===== config.mk =====
export PLATFORM = sky130hd
export DESIGN_NAME = seven_seg_capture_flat
export DESIGN_NICKNAME = d
export VERILOG_FILES = /design/src/rtl/seven_seg_capture_if.sv /design/src/rtl/seven_seg_capture.sv /design/src/flat_wrapper.sv
export SDC_FILE = /design/constraint.sdc
export NUM_CORES = 1
export LEC_CHECK = 0
export BUFFER_PORTS_ARGS = -buffer_cell sky130_fd_sc_hd__buf_2
export CAP_MARGIN = 15
export CELL_PAD_IN_SITES_DETAIL_PLACEMENT = 2
export CELL_PAD_IN_SITES_GLOBAL_PLACEMENT = 2
export CORE_UTILIZATION = 38
export DETAILED_ROUTE_END_ITERATION = 12
export GPL_TIMING_DRIVEN = 1
export PLACE_DENSITY_LB_ADDON = 0.1
export SLEW_MARGIN = 20
export SYNTH_ARGS = -nofsm -noshare
export SYNTH_HDL_FRONTEND = slang
export SYNTH_SLANG_ARGS = --single-unit

===== constraint.sdc =====
create_clock -name clk -period 6.49 [get_ports clk]
set_input_delay 0 -clock clk [delete_from_list [all_inputs] [get_ports clk]]
set_output_delay 0 -clock clk [all_outputs]
set_load 0.03 [all_outputs]

===== src/rtl/seven_seg_capture_if.sv =====
// rtl/seven_seg_capture_if.sv - segment bus and decoded-digit signals of the seven-segment receiver
interface seven_seg_capture_if;
    logic [6:0]  seg_in;
    logic        sel_in;
    logic [13:0] raw_pair;
    logic [3:0]  digit_hi;
    logic [3:0]  digit_lo;
    logic        bad_hi;
    logic        bad_lo;
    logic        pair_valid;
    logic        locked;
    logic        overrun;

    modport master (
        output seg_in, sel_in,
        input  raw_pair, digit_hi, digit_lo, bad_hi, bad_lo, pair_valid, locked, overrun
    );

    modport slave (
        input  seg_in, sel_in,
        output raw_pair, digit_hi, digit_lo, bad_hi, bad_lo, pair_valid, locked, overrun
    );
endinterface


===== src/rtl/seven_seg_capture.sv =====
// rtl/seven_seg_capture.sv - two-digit multiplexed seven-segment receiver with settle, decode and lock
module seven_seg_capture #(
    parameter int SETTLE_CYC = 4,
    parameter int TIMEOUT    = 50000,
    parameter int TBITS      = 16
) (
    input  logic               clk,
    input  logic               rst,
    seven_seg_capture_if.slave bus
);
    localparam int SBITS = $clog2(SETTLE_CYC) + 1;
    localparam logic [SBITS-1:0] STAB_LAST = SBITS'(SETTLE_CYC - 1);
    localparam logic [TBITS-1:0] TMO_MAX   = TBITS'(TIMEOUT);

    typedef enum logic [1:0] {SYNC, SETTLE, HOLD} state_t;

    state_t            state, state_nx;
    logic              sel_d;
    logic [6:0]        seg_d;
    logic [SBITS-1:0]  stab_cnt, stab_nx;
    logic [TBITS-1:0]  tmo_cnt, tmo_nx;
    logic              hi_seen, hi_seen_nx;
    logic              locked_r, locked_nx;
    logic              pair_valid_r, pair_valid_nx;
    logic              overrun_r, overrun_nx;
    logic              capture;
    logic              sel_edge;
    logic              timed_out;
    logic [13:0]       raw_r;
    logic [3:0]        digit_hi_r, digit_lo_r;
    logic              bad_hi_r, bad_lo_r;
    logic [4:0]        dec;

    // {bad, nibble}: anything but an exact glyph decodes as 0 with bad set
    function automatic logic [4:0] decode(input logic [6:0] p);
        case (p)
            7'h3F:   decode = 5'h00;
            7'h06:   decode = 5'h01;
            7'h5B:   decode = 5'h02;
            7'h4F:   decode = 5'h03;
            7'h66:   decode = 5'h04;
            7'h6D:   decode = 5'h05;
            7'h7D:   decode = 5'h06;
            7'h07:   decode = 5'h07;
            7'h7F:   decode = 5'h08;
            7'h6F:   decode = 5'h09;
            7'h77:   decode = 5'h0A;
            7'h7C:   decode = 5'h0B;
            7'h39:   decode = 5'h0C;
            7'h5E:   decode = 5'h0D;
            7'h79:   decode = 5'h0E;
            7'h71:   decode = 5'h0F;
            default: decode = 5'h10;
        endcase
    endfunction

    assign sel_edge  = bus.sel_in != sel_d;
    assign timed_out = (state != SYNC) && (tmo_cnt == TMO_MAX);
    assign dec       = decode(seg_d);

    always_comb begin
        state_nx      = state;
        stab_nx       = stab_cnt;
        tmo_nx        = tmo_cnt;
        hi_seen_nx    = hi_seen;
        locked_nx     = locked_r;
        pair_valid_nx = 1'b0;
        overrun_nx    = 1'b0;
        capture       = 1'b0;

        if (sel_edge)
            tmo_nx = '0;
        else if (state != SYNC && tmo_cnt != TMO_MAX)
            tmo_nx = tmo_cnt + 1'b1;

        case (state)
            SYNC: begin
                locked_nx = 1'b0;
                if (sel_edge) begin
                    state_nx = SETTLE;
                    stab_nx  = '0;
                end
            end
            SETTLE: begin
                // an edge beats a settle that would complete this same cycle
                if (sel_edge) begin
                    overrun_nx = 1'b1;
                    stab_nx    = '0;
                end else if (bus.seg_in != seg_d) begin
                    stab_nx = '0;
                end else if (stab_cnt == STAB_LAST) begin
                    capture  = 1'b1;
                    state_nx = HOLD;
                end else begin
                    stab_nx = stab_cnt + 1'b1;
                end
            end
            HOLD: begin
                if (sel_edge) begin
                    state_nx = SETTLE;
                    stab_nx  = '0;
                end
            end
            default: state_nx = SYNC;
        endcase

        if (capture) begin
            if (bus.sel_in) begin
                hi_seen_nx = 1'b1;
            end else if (hi_seen) begin
                pair_valid_nx = 1'b1;
                locked_nx     = 1'b1;
            end
        end

        if (timed_out) begin
            state_nx      = SYNC;
            locked_nx     = 1'b0;
            hi_seen_nx    = 1'b0;
            capture       = 1'b0;
            pair_valid_nx = 1'b0;
            overrun_nx    = 1'b0;
        end
    end

    always_ff @(posedge clk) begin
        if (rst) begin
            state        <= SYNC;
            sel_d        <= bus.sel_in;
            seg_d        <= bus.seg_in;
            stab_cnt     <= '0;
            tmo_cnt      <= '0;
            hi_seen      <= 1'b0;
            locked_r     <= 1'b0;
            pair_valid_r <= 1'b0;
            overrun_r    <= 1'b0;
            raw_r        <= '0;
            digit_hi_r   <= '0;
            digit_lo_r   <= '0;
            bad_hi_r     <= 1'b0;
            bad_lo_r     <= 1'b0;
        end else begin
            state        <= state_nx;
            sel_d        <= bus.sel_in;
            seg_d        <= bus.seg_in;
            stab_cnt     <= stab_nx;
            tmo_cnt      <= tmo_nx;
            hi_seen      <= hi_seen_nx;
            locked_r     <= locked_nx;
            pair_valid_r <= pair_valid_nx;
            overrun_r    <= overrun_nx;
            if (capture && bus.sel_in) begin
                raw_r[13:7] <= seg_d;
                digit_hi_r  <= dec[3:0];
                bad_hi_r    <= dec[4];
            end else if (capture) begin
                raw_r[6:0]  <= seg_d;
                digit_lo_r  <= dec[3:0];
                bad_lo_r    <= dec[4];
            end
        end
    end

    assign bus.raw_pair   = raw_r;
    assign bus.digit_hi   = digit_hi_r;
    assign bus.digit_lo   = digit_lo_r;
    assign bus.bad_hi     = bad_hi_r;
    assign bus.bad_lo     = bad_lo_r;
    assign bus.pair_valid = pair_valid_r;
    assign bus.locked     = locked_r;
    assign bus.overrun    = overrun_r;
endmodule

===== src/flat_wrapper.sv =====
// flat-port wrapper written by rule: the top's interface ports become plain ports
module seven_seg_capture_flat 
#(
    parameter int SETTLE_CYC = 4,
    parameter int TIMEOUT    = 50000,
    parameter int TBITS      = 16
)
  (clk, rst, bus_seg_in, bus_sel_in, bus_raw_pair, bus_digit_hi, bus_digit_lo, bus_bad_hi, bus_bad_lo, bus_pair_valid, bus_locked, bus_overrun);
  seven_seg_capture_if bus_i ();
  input  logic clk;
  input  logic rst;
  input wire logic [$bits(bus_i.seg_in)-1:0] bus_seg_in;
  input wire logic [$bits(bus_i.sel_in)-1:0] bus_sel_in;
  output wire logic [$bits(bus_i.raw_pair)-1:0] bus_raw_pair;
  output wire logic [$bits(bus_i.digit_hi)-1:0] bus_digit_hi;
  output wire logic [$bits(bus_i.digit_lo)-1:0] bus_digit_lo;
  output wire logic [$bits(bus_i.bad_hi)-1:0] bus_bad_hi;
  output wire logic [$bits(bus_i.bad_lo)-1:0] bus_bad_lo;
  output wire logic [$bits(bus_i.pair_valid)-1:0] bus_pair_valid;
  output wire logic [$bits(bus_i.locked)-1:0] bus_locked;
  output wire logic [$bits(bus_i.overrun)-1:0] bus_overrun;
  assign bus_i.seg_in = bus_seg_in;
  assign bus_i.sel_in = bus_sel_in;
  assign bus_raw_pair = bus_i.raw_pair;
  assign bus_digit_hi = bus_i.digit_hi;
  assign bus_digit_lo = bus_i.digit_lo;
  assign bus_bad_hi = bus_i.bad_hi;
  assign bus_bad_lo = bus_i.bad_lo;
  assign bus_pair_valid = bus_i.pair_valid;
  assign bus_locked = bus_i.locked;
  assign bus_overrun = bus_i.overrun;
  seven_seg_capture #(.SETTLE_CYC(SETTLE_CYC), .TIMEOUT(TIMEOUT), .TBITS(TBITS)) u_core (.clk(clk), .rst(rst), .bus(bus_i));
endmodule

Yosys cells after proc, flatten, opt, wreduce, memory -nomap -nowiden
Cells that the tools add are included.
{"block": "classes", "mux": 22, "n_eq_ne": 28, "bitwise_logic": 3, "mul": 0, "order_cmp": 0, "n_shift": 0, "n_div": 0, "addsub": 2, "n_reduce_logical": 15}
{"cell": "equality test 7 bit (second input constant)", "count": 12}
{"cell": "case mux 5 bit (16 select lines)", "count": 1}
{"cell": "adder 16 x 1 -> 16 bit (second input constant)", "count": 1}
{"cell": "equality test 16 bit (second input constant)", "count": 1}
{"cell": "inequality test 16 bit (second input constant)", "count": 1}
{"cell": "equality test 7 x 3 -> 1 bit (second input constant)", "count": 2}
{"cell": "equality test 7 x 6 -> 1 bit (second input constant)", "count": 2}
{"cell": "2-to-1 mux 3 bit", "count": 4}
{"cell": "2-to-1 mux 1 bit", "count": 11}
{"cell": "2-to-1 mux 2 bit", "count": 4}
{"cell": "inequality test 7 bit", "count": 1}
{"cell": "case mux 3 bit (2 select lines)", "count": 1}
{"cell": "OR reduction 2 bit", "count": 3}
{"cell": "inequality test 2 x 1 -> 1 bit (second input constant)", "count": 2}
{"cell": "inequality test 2 bit (second input constant)", "count": 2}
{"cell": "inequality test 4 x 2 -> 1 bit (second input constant)", "count": 1}
{"cell": "case mux 2 bit (2 select lines)", "count": 1}
{"cell": "AND reduction 2 bit", "count": 2}
{"cell": "AND reduction 4 bit", "count": 1}
{"cell": "nonzero test 2 bit", "count": 2}
{"cell": "OR reduction 4 bit", "count": 1}
{"cell": "adder 3 x 1 -> 3 bit (second input constant)", "count": 1}
{"cell": "equality test 3 x 2 -> 1 bit (second input constant)", "count": 1}
{"cell": "logical AND 1 bit", "count": 3}
{"cell": "other kinds (7)", "count": 9}
{"block": "totals", "latch_bits": 0, "in_bits": 10, "romBits": 0, "reg_bits": 57, "mem_count": 0, "mem_bits_rw": 0}

Depth between registers and ports, before layout
Gate-level depths: netlist of the first run.
{"block": "depth", "ltp_word": 9, "mapped_depth": 9}

Least setup slack after synthesis of the first run
Ideal clock, no wire load.
{"block": "synth_path", "path_type": "reg2reg", "start": "reg u_core.tmo_cnt[0]", "end": "reg u_core.digit_hi_r[3] (netlist: u_core.bus.digit_hi[3])", "setup_slack_ns": 4.308, "path_stages_with_launch": 10, "synth_period_minus_slack_ns": 2.182, "setup_ns": 0.128, "required_time_ns": 6.362, "arrival_time_ns": 2.055, "path_cell_list": "dfxtp_1 inv_1 ha_1 or3b_4 or4_4 or4b_1 buf_6 buf_12 mux2i_1 nor2_1"}
{"block": "synth_via", "elab_chain_len": 4}
{"item": "start: declaration", "line": "seven_seg_capture.sv:21", "text": "logic [TBITS-1:0] tmo_cnt, tmo_nx;"}
{"item": "start signal: assignment", "line": "seven_seg_capture.sv:147", "text": "tmo_cnt <= tmo_nx;"}
{"item": "equality test 16 bit", "line": "seven_seg_capture.sv:58", "text": "assign timed_out = (state != SYNC) && (tmo_cnt == TMO_MAX);"}
{"item": "logical AND 1 bit", "line": "seven_seg_capture.sv:58"}
{"item": "2-to-1 mux 1 bit", "line": "seven_seg_capture.sv:116", "text": "if (timed_out) begin"}
{"item": "logical AND 1 bit", "line": "seven_seg_capture.sv:152", "text": "if (capture && bus.sel_in) begin"}
{"item": "end signal: assignment", "line": "seven_seg_capture.sv:154", "text": "digit_hi_r <= dec[3:0];"}
{"item": "end: declaration", "line": "seven_seg_capture.sv:30", "text": "logic [3:0] digit_hi_r, digit_lo_r;"}
Every way passes these cells.
A chain may end at the register's enable or synchronous reset.

Worst setup path in the final report of the first run
{"block": "layout_path", "start": "reg u_core.seg_d[0]", "end": "reg u_core.digit_hi_r[1] (netlist: u_core.bus.digit_hi[1])"}
{"block": "layout_via", "elab_chain_len": 6}
{"item": "start: declaration", "line": "seven_seg_capture.sv:19", "text": "logic [6:0] seg_d;"}
{"item": "start signal: assignment", "line": "seven_seg_capture.sv:130", "text": "seg_d <= bus.seg_in;"}
{"item": "start signal: assignment", "line": "seven_seg_capture.sv:145", "text": "seg_d <= bus.seg_in;"}
{"item": "inequality test 7 bit", "line": "seven_seg_capture.sv:89", "text": "end else if (bus.seg_in != seg_d) begin"}
{"item": "2-to-1 mux 1 bit", "line": "seven_seg_capture.sv:89"}
{"item": "2-to-1 mux 1 bit", "line": "seven_seg_capture.sv:86", "text": "if (sel_edge) begin"}
{"item": "2-to-1 mux 1 bit", "line": "seven_seg_capture.sv:76", "text": "case (state)"}
{"item": "2-to-1 mux 1 bit", "line": "seven_seg_capture.sv:116"}
{"item": "logical AND 1 bit", "line": "seven_seg_capture.sv:152"}
Parallel ways exist; a longest one is shown, timed or not.

==> impl_metrics.toml, run 1 <==
[sta]
final.setup.tns_ns = 0
max_freq_mhz = 365
tightest_slew_ns = 0.757
hold_violations = 0
relSlewSlack = 0.491
rsz0062_at_grt = "no"
layout_min_cycle_time_ns = 2.74
timing.hold.ws_ns = 0.201
slew_violations = 0
fin_crit_sh = 0.422
setup_viol = 0
skew_ns = 0.00599

[logic_synthesis]
syn_avg_cell_area_sq_um = 9.29
ys_seq_area_frac = 0.418
synthArstFlopShare = 0
synth_edf_count = 0
post_synth_inst_count = 294
syn_area_sq_um = 2730
synth_nets = 308
ys_ff_latch = 57
synthDistinctLibCells = 59
yosys_warnings = 0
synth_flop_cell = "dfxtp_1"

[die]
initial_core_util = 0.397
die_area_sq_um = 7530
core_sq_um = 6870
io_pins = 37
rows = 30
die_w_um = 86.8
die_height_um = 86.8

[hold_path]
hold_depth = 2
min_path_type = "in -> reg"

[layout]
fin_util = 0.464
multiInputGateArea_sq_um = 1420
synthToLayoutAreaGrowth_pct = 16.7
layout_commonest_cell = "dfxtp_1"
nNetsFinal = 345
stdcell_area_sq_um = 3190
n_fill_cell = 759
drive_gt1_frac = 0.182
mostFrequentLayoutCells = "dfxtp_1 (57), nor2_1 (44), buf_2 (36)"
diodes = 0
register_area_sq_um = 1140

[global_routing]
grt_max_degree = 38
grt_first_pass_wirelength_um = 12700
grt_use_total = 0.223
grt_antenna_before_repair = 0
grt.overflow.total = 0
grt_pass1_vias = 2421

[place]
gp_congestion = 0.769
hpwlAfterDp_um = 5020
post_dp_cell_area_sq_um = 2900
io_buffers = 36

[detailed_routing]
postRouteAntennaNets = 0
dr.pass1.iters = 5
met3RoutedLength_um = 264
drtIter0Drc = 145
met1_length_um = 3680
vias_per_cell = 5.38
top_layer_used = "met4"
dr_total_vias = 2325
drt-wirelength-per-cell_um = 18.1
drt_wl_total_um = 7840
wl_met2_um = 3820
drc = 0

[outcome]
status = "complete, no violations"

[critical_path]
crit_chain = "xnor2_1 > nand4_1 > or4b_1 > nor2b_1 > a211oi_1"
critPathBufInv = 0
worstSetupStartpointType = "flop"
crit_path_max_incr_delay_ns = 0.94
crit_type = "reg -> reg"
path_delay_family = "simple AND/OR/NAND/NOR gates"
slowest_stage = "or4b_1"
cp-end-kind = "flop"
r2r_cells = 5
crit_cells = 5
crit_required_ns = 6.73
crit_arrival_ns = 2.98
path_max_fanout = 16

[clock_tree]
root_buffer = "clkbuf_8"
clock_sinks = 57
cts_buffers = 9
postCtsHoldBufs = 8
cts_setup_buffers = 0
clockBufferDepth = 2
clk_latency_ns = 0.33
cts_tree = "done"
cts_resized = 0
ctsHtreeMaxLevel = 3
clk_pin_slew_ns = 0.07

[power_and_ir_drop]
ir_worst_vdd_mv = 0.120
power.total_uw = 748
leakagePower_uw = 0.00122
pwr_density_cell_nw_per_um2 = 235

[job]
cap_viol_max_count = 0
## report_power, final
part | switching [uW] | total, uW | leakage (uW) | internal, uW
registers | 13.1 | 367 | 0.000463 | 354
logic | 26.1 | 46.0 | 0.000664 | 19.8
clock network | 149 | 335 | 0.0000953 | 186
total | 188 | 748 | 0.00122 | 560
## stage by stage
step / cells / setup slack (ns)
final: 432 / 3.75
after global routing: 432 / 3.64
after CTS: 431 / 3.67
after detailed placement: 407 / 3.75
after global placement: 407 / 3.87
after floorplan: 294 / 4.31
## final cells by class
| type | instances | area share |
|---|---|---|
| Multi-Input combinational cell | 210 | 0.447 |
| Inverter | 8 | 0.00943 |
| Tap cell | 96 | 0.0377 |
| Clock inverter | 5 | 0.0173 |
| Clock buffer | 11 | 0.0444 |
| Sequential cell | 57 | 0.358 |
| Timing Repair Buffer | 45 | 0.0860 |
## logic make-up after synthesis
logic type / share of synthesized area
xor+xnor: 0.0765
flops: 0.418
simple gates: 0.269
mux: 0.0628
buf+inv: 0.0605
fa+ha+maj: 0.0183
compound gates: 0.0953
## state kept, by name, summed over array words and instances, names as in the netlist
register               count
u_core.stab_cnt            3
u_core.bus.raw_pair       14
u_core.hi_seen             1
u_core.seg_d               7
u_core.bus.pair_valid      1
u_core.bus.digit_hi        4
u_core.bus.bad_lo          1
u_core.bus.locked          1
u_core.sel_d               1
u_core.state               2
u_core.tmo_cnt            16
u_core.bus.digit_lo        4
u_core.bus.overrun         1
u_core.bus.bad_hi          1
## synthesized netlist by cell type, drive strengths merged (4+ instances only)
| master | number | area (sq um) |
|---|---|---|
| o21ai | 6 | 30.0 |
| clkbuf | 8 | 30.0 |
| nand3 | 9 | 45.0 |
| nor4 | 5 | 46.3 |
| nor3 | 6 | 30.0 |
| xnor2 | 17 | 156 |
| xor2 | 6 | 52.6 |
| nand4 | 6 | 37.5 |
| ha | 4 | 50.1 |
| nor3b | 4 | 30.0 |
| buf | 11 | 105 |
| a211oi | 5 | 37.5 |
| a21oi | 9 | 45.0 |
| nand2 | 15 | 56.3 |
| nor2b | 5 | 31.3 |
| nor2 | 44 | 165 |
| inv | 8 | 30.0 |
| nand2b | 4 | 25.0 |
| mux2i | 16 | 160 |
| or4 | 4 | 33.8 |
| dfxtp | 57 | 1140 |
## layer usage
layer | vias to the layer above | global-route usage
met5 | - | 0
met3 | 7 | 0.0581
met1 | 1163 | 0.294
li1 | 1112 | -
met2 | 43 | 0.364
met4 | 0 | 0.0545
## path summary, 6_finish.rpt
path	start	end	slack [ns]
worst max register to register	u_core.seg_d[0]	u_core.bus.digit_hi[1]	3.75
worst max-delay path	u_core.seg_d[0]	u_core.bus.digit_hi[1]	3.75
worst min-delay path	rst	u_core.bus.raw_pair[6]	0.20
worst min register to register	u_core.bus.locked	u_core.bus.locked	0.48
No activity file was read; power rests on OpenSTA's default activity.
==> run 2, diff against run 1 <==
- CORE_UTILIZATION: 38 -> 35
- clock period: 6.49 -> 2.7 ns (I/O delays scaled with it)
==> impl_metrics.toml, run 2 (synthesis results as in run 1) <==
[outcome]
status = "complete, no violations"

[die]
die_w_um = 90.3
die_area_sq_um = 8160
io_pins = 37
rows = 31
core_sq_um = 7410
initial_core_util = 0.369
die_height_um = 90.3

[layout]
synthToLayoutAreaGrowth_pct = 20.0
diodes = 0
mostFrequentLayoutCells = "dfxtp_1 (57), nor2_1 (44), buf_2 (36)"
layout_commonest_cell = "dfxtp_1"
drive_gt1_frac = 0.206
largest_register_ffs = 16
top_register = "u_core.tmo_cnt"
nNetsFinal = 358
stdcell_area_sq_um = 3280
n_fill_cell = 837

[clock_tree]
clock_sinks = 57
clk_pin_slew_ns = 0.07
clockBufferDepth = 2
cts_buffers = 9
cts_setup_buffers = 0
cts_resized = 0
ctsHtreeMaxLevel = 3
clk_latency_ns = 0.34
root_buffer = "clkbuf_8"
cts_tree = "done"

[critical_path]
crit_required_ns = 2.90
crit_type = "reg -> reg"
crit_arrival_ns = 2.57
cp-end-kind = "flop"
crit_path_max_incr_delay_ns = 0.56
worstSetupStartpointType = "flop"
crit_chain = "inv_1 > ha_1 > or3b_4 > or4_4 > or4b_1 > buf_4 > mux2i_1 > nor2_1"
path_max_fanout = 14
slowest_stage = "or4_4"

[detailed_routing]
postRouteAntennaNets = 0
drt-wirelength-per-cell_um = 17.1
dr.pass1.iters = 4
drt_wl_total_um = 7680
drc = 0
dr_total_vias = 2338
vias_per_cell = 5.22
drtIter0Drc = 63

[sta]
slew_violations = 0
max_freq_mhz = 422
relSlewSlack = 0.541
skew_ns = 0.00827
layout_min_cycle_time_ns = 2.37
hold_violations = 0
setup_viol = 0
fin_crit_sh = 0.877
tightest_slew_ns = 0.689
final.setup.tns_ns = 0
timing.hold.ws_ns = 0.194
rsz0062_at_grt = "no"

[power_and_ir_drop]
power_frac_comb = 0.078
swShare = 0.238
intPower_uw = 1360
leakagePower_uw = 0.00129
pwr_density_cell_nw_per_um2 = 543
pwr-share-seq = 0.484
ir_worst_vdd_mv = 0.208
p_switching_uw = 424
power_frac_clock = 0.438
power.total_uw = 1780

[place]
hpwlAfterDp_um = 5370
gp_congestion = 0.758
io_buffers = 36
post_dp_cell_area_sq_um = 3000

[global_routing]
grt_max_degree = 37
grt_pass1_vias = 2561
grt_first_pass_wirelength_um = 13100
grt.overflow.total = 0
grt_antenna_before_repair = 0
grt_use_total = 0.206

[job]
cap_viol_max_count = 0

[hold_path]
min_path_type = "in -> reg"
-- run 2: changes by cell type in the layout (fill, tap and decap cells not counted), sizes merged --
cell,before,now
clkbuf,12,13
buf,36,50
clkinvlp,2,0
-- run 2: repair_timing --
action / in CTS / in global routing
hold endpoints to repair: 8 / 0
hold buffers: 8 / 0
setup endpoints to repair: 0 / 0
-- run 2: layout make-up --
type                            count  area [sq um]  share of cell area
Clock buffer                       13           149              0.0454
Clock inverter                      3          40.0              0.0122
Inverter                            8          30.0             0.00916
Multi-Input combinational cell    210          1420               0.435
Sequential cell                    57          1140               0.348
Tap cell                           99           124              0.0378
Timing Repair Buffer               58           369               0.113
-- run 2: per-stage QoR --
stage	std cells	util	worst slack, ns
finish	448	0.442	0.333
global route	448	0.442	0.196
CTS	447	0.441	0.236
detailed placement	423	0.404	0.307
global placement	423	0.404	0.397
floorplan	294	-	0.518
-- run 2: path summary, 6_finish.rpt --
check / startpoint / to / slack, ns / cells past startpoint
worst max-delay path: u_core.tmo_cnt[0] / u_core.bus.raw_pair[12] / 0.33 / 8
worst min-delay path: rst / u_core.bus.pair_valid / 0.19 / 3
worst max register to register: u_core.tmo_cnt[0] / u_core.bus.raw_pair[12] / 0.33 / 8
worst min register to register: u_core.bus.digit_hi[0] / u_core.bus.digit_hi[0] / 0.45 / 2
-- run 2: critical path, delay by kind of cell, from the launching register on --
family,cells,cell delay [ns]
buf+inv,2,0.30
fa+ha+maj,1,0.13
mux,1,0.23
simple gates,4,1.21
flops,1,0.35
-- run 2: metal layers --
layer	GRT usage	vias to the layer above	share of wire
li1	-	1139	-
met1	0.242	1164	0.45
met2	0.367	28	0.51
met3	0.0556	7	0.026
met4	0.0551	0	0.0096
met5	0	-	0
-- run 2: power groups by stage --
stage / registers (uW) / clock network (uW) / logic, uW
3_5_place_dp: 880 / 0 / 131
2_1_floorplan: 879 / 0 / 90.7
3_3_place_gp: 879 / 0 / 128
5_1_grt: 862 / 846 / 152
6_report: 861 / 781 / 139
4_1_cts: 861 / 811 / 141
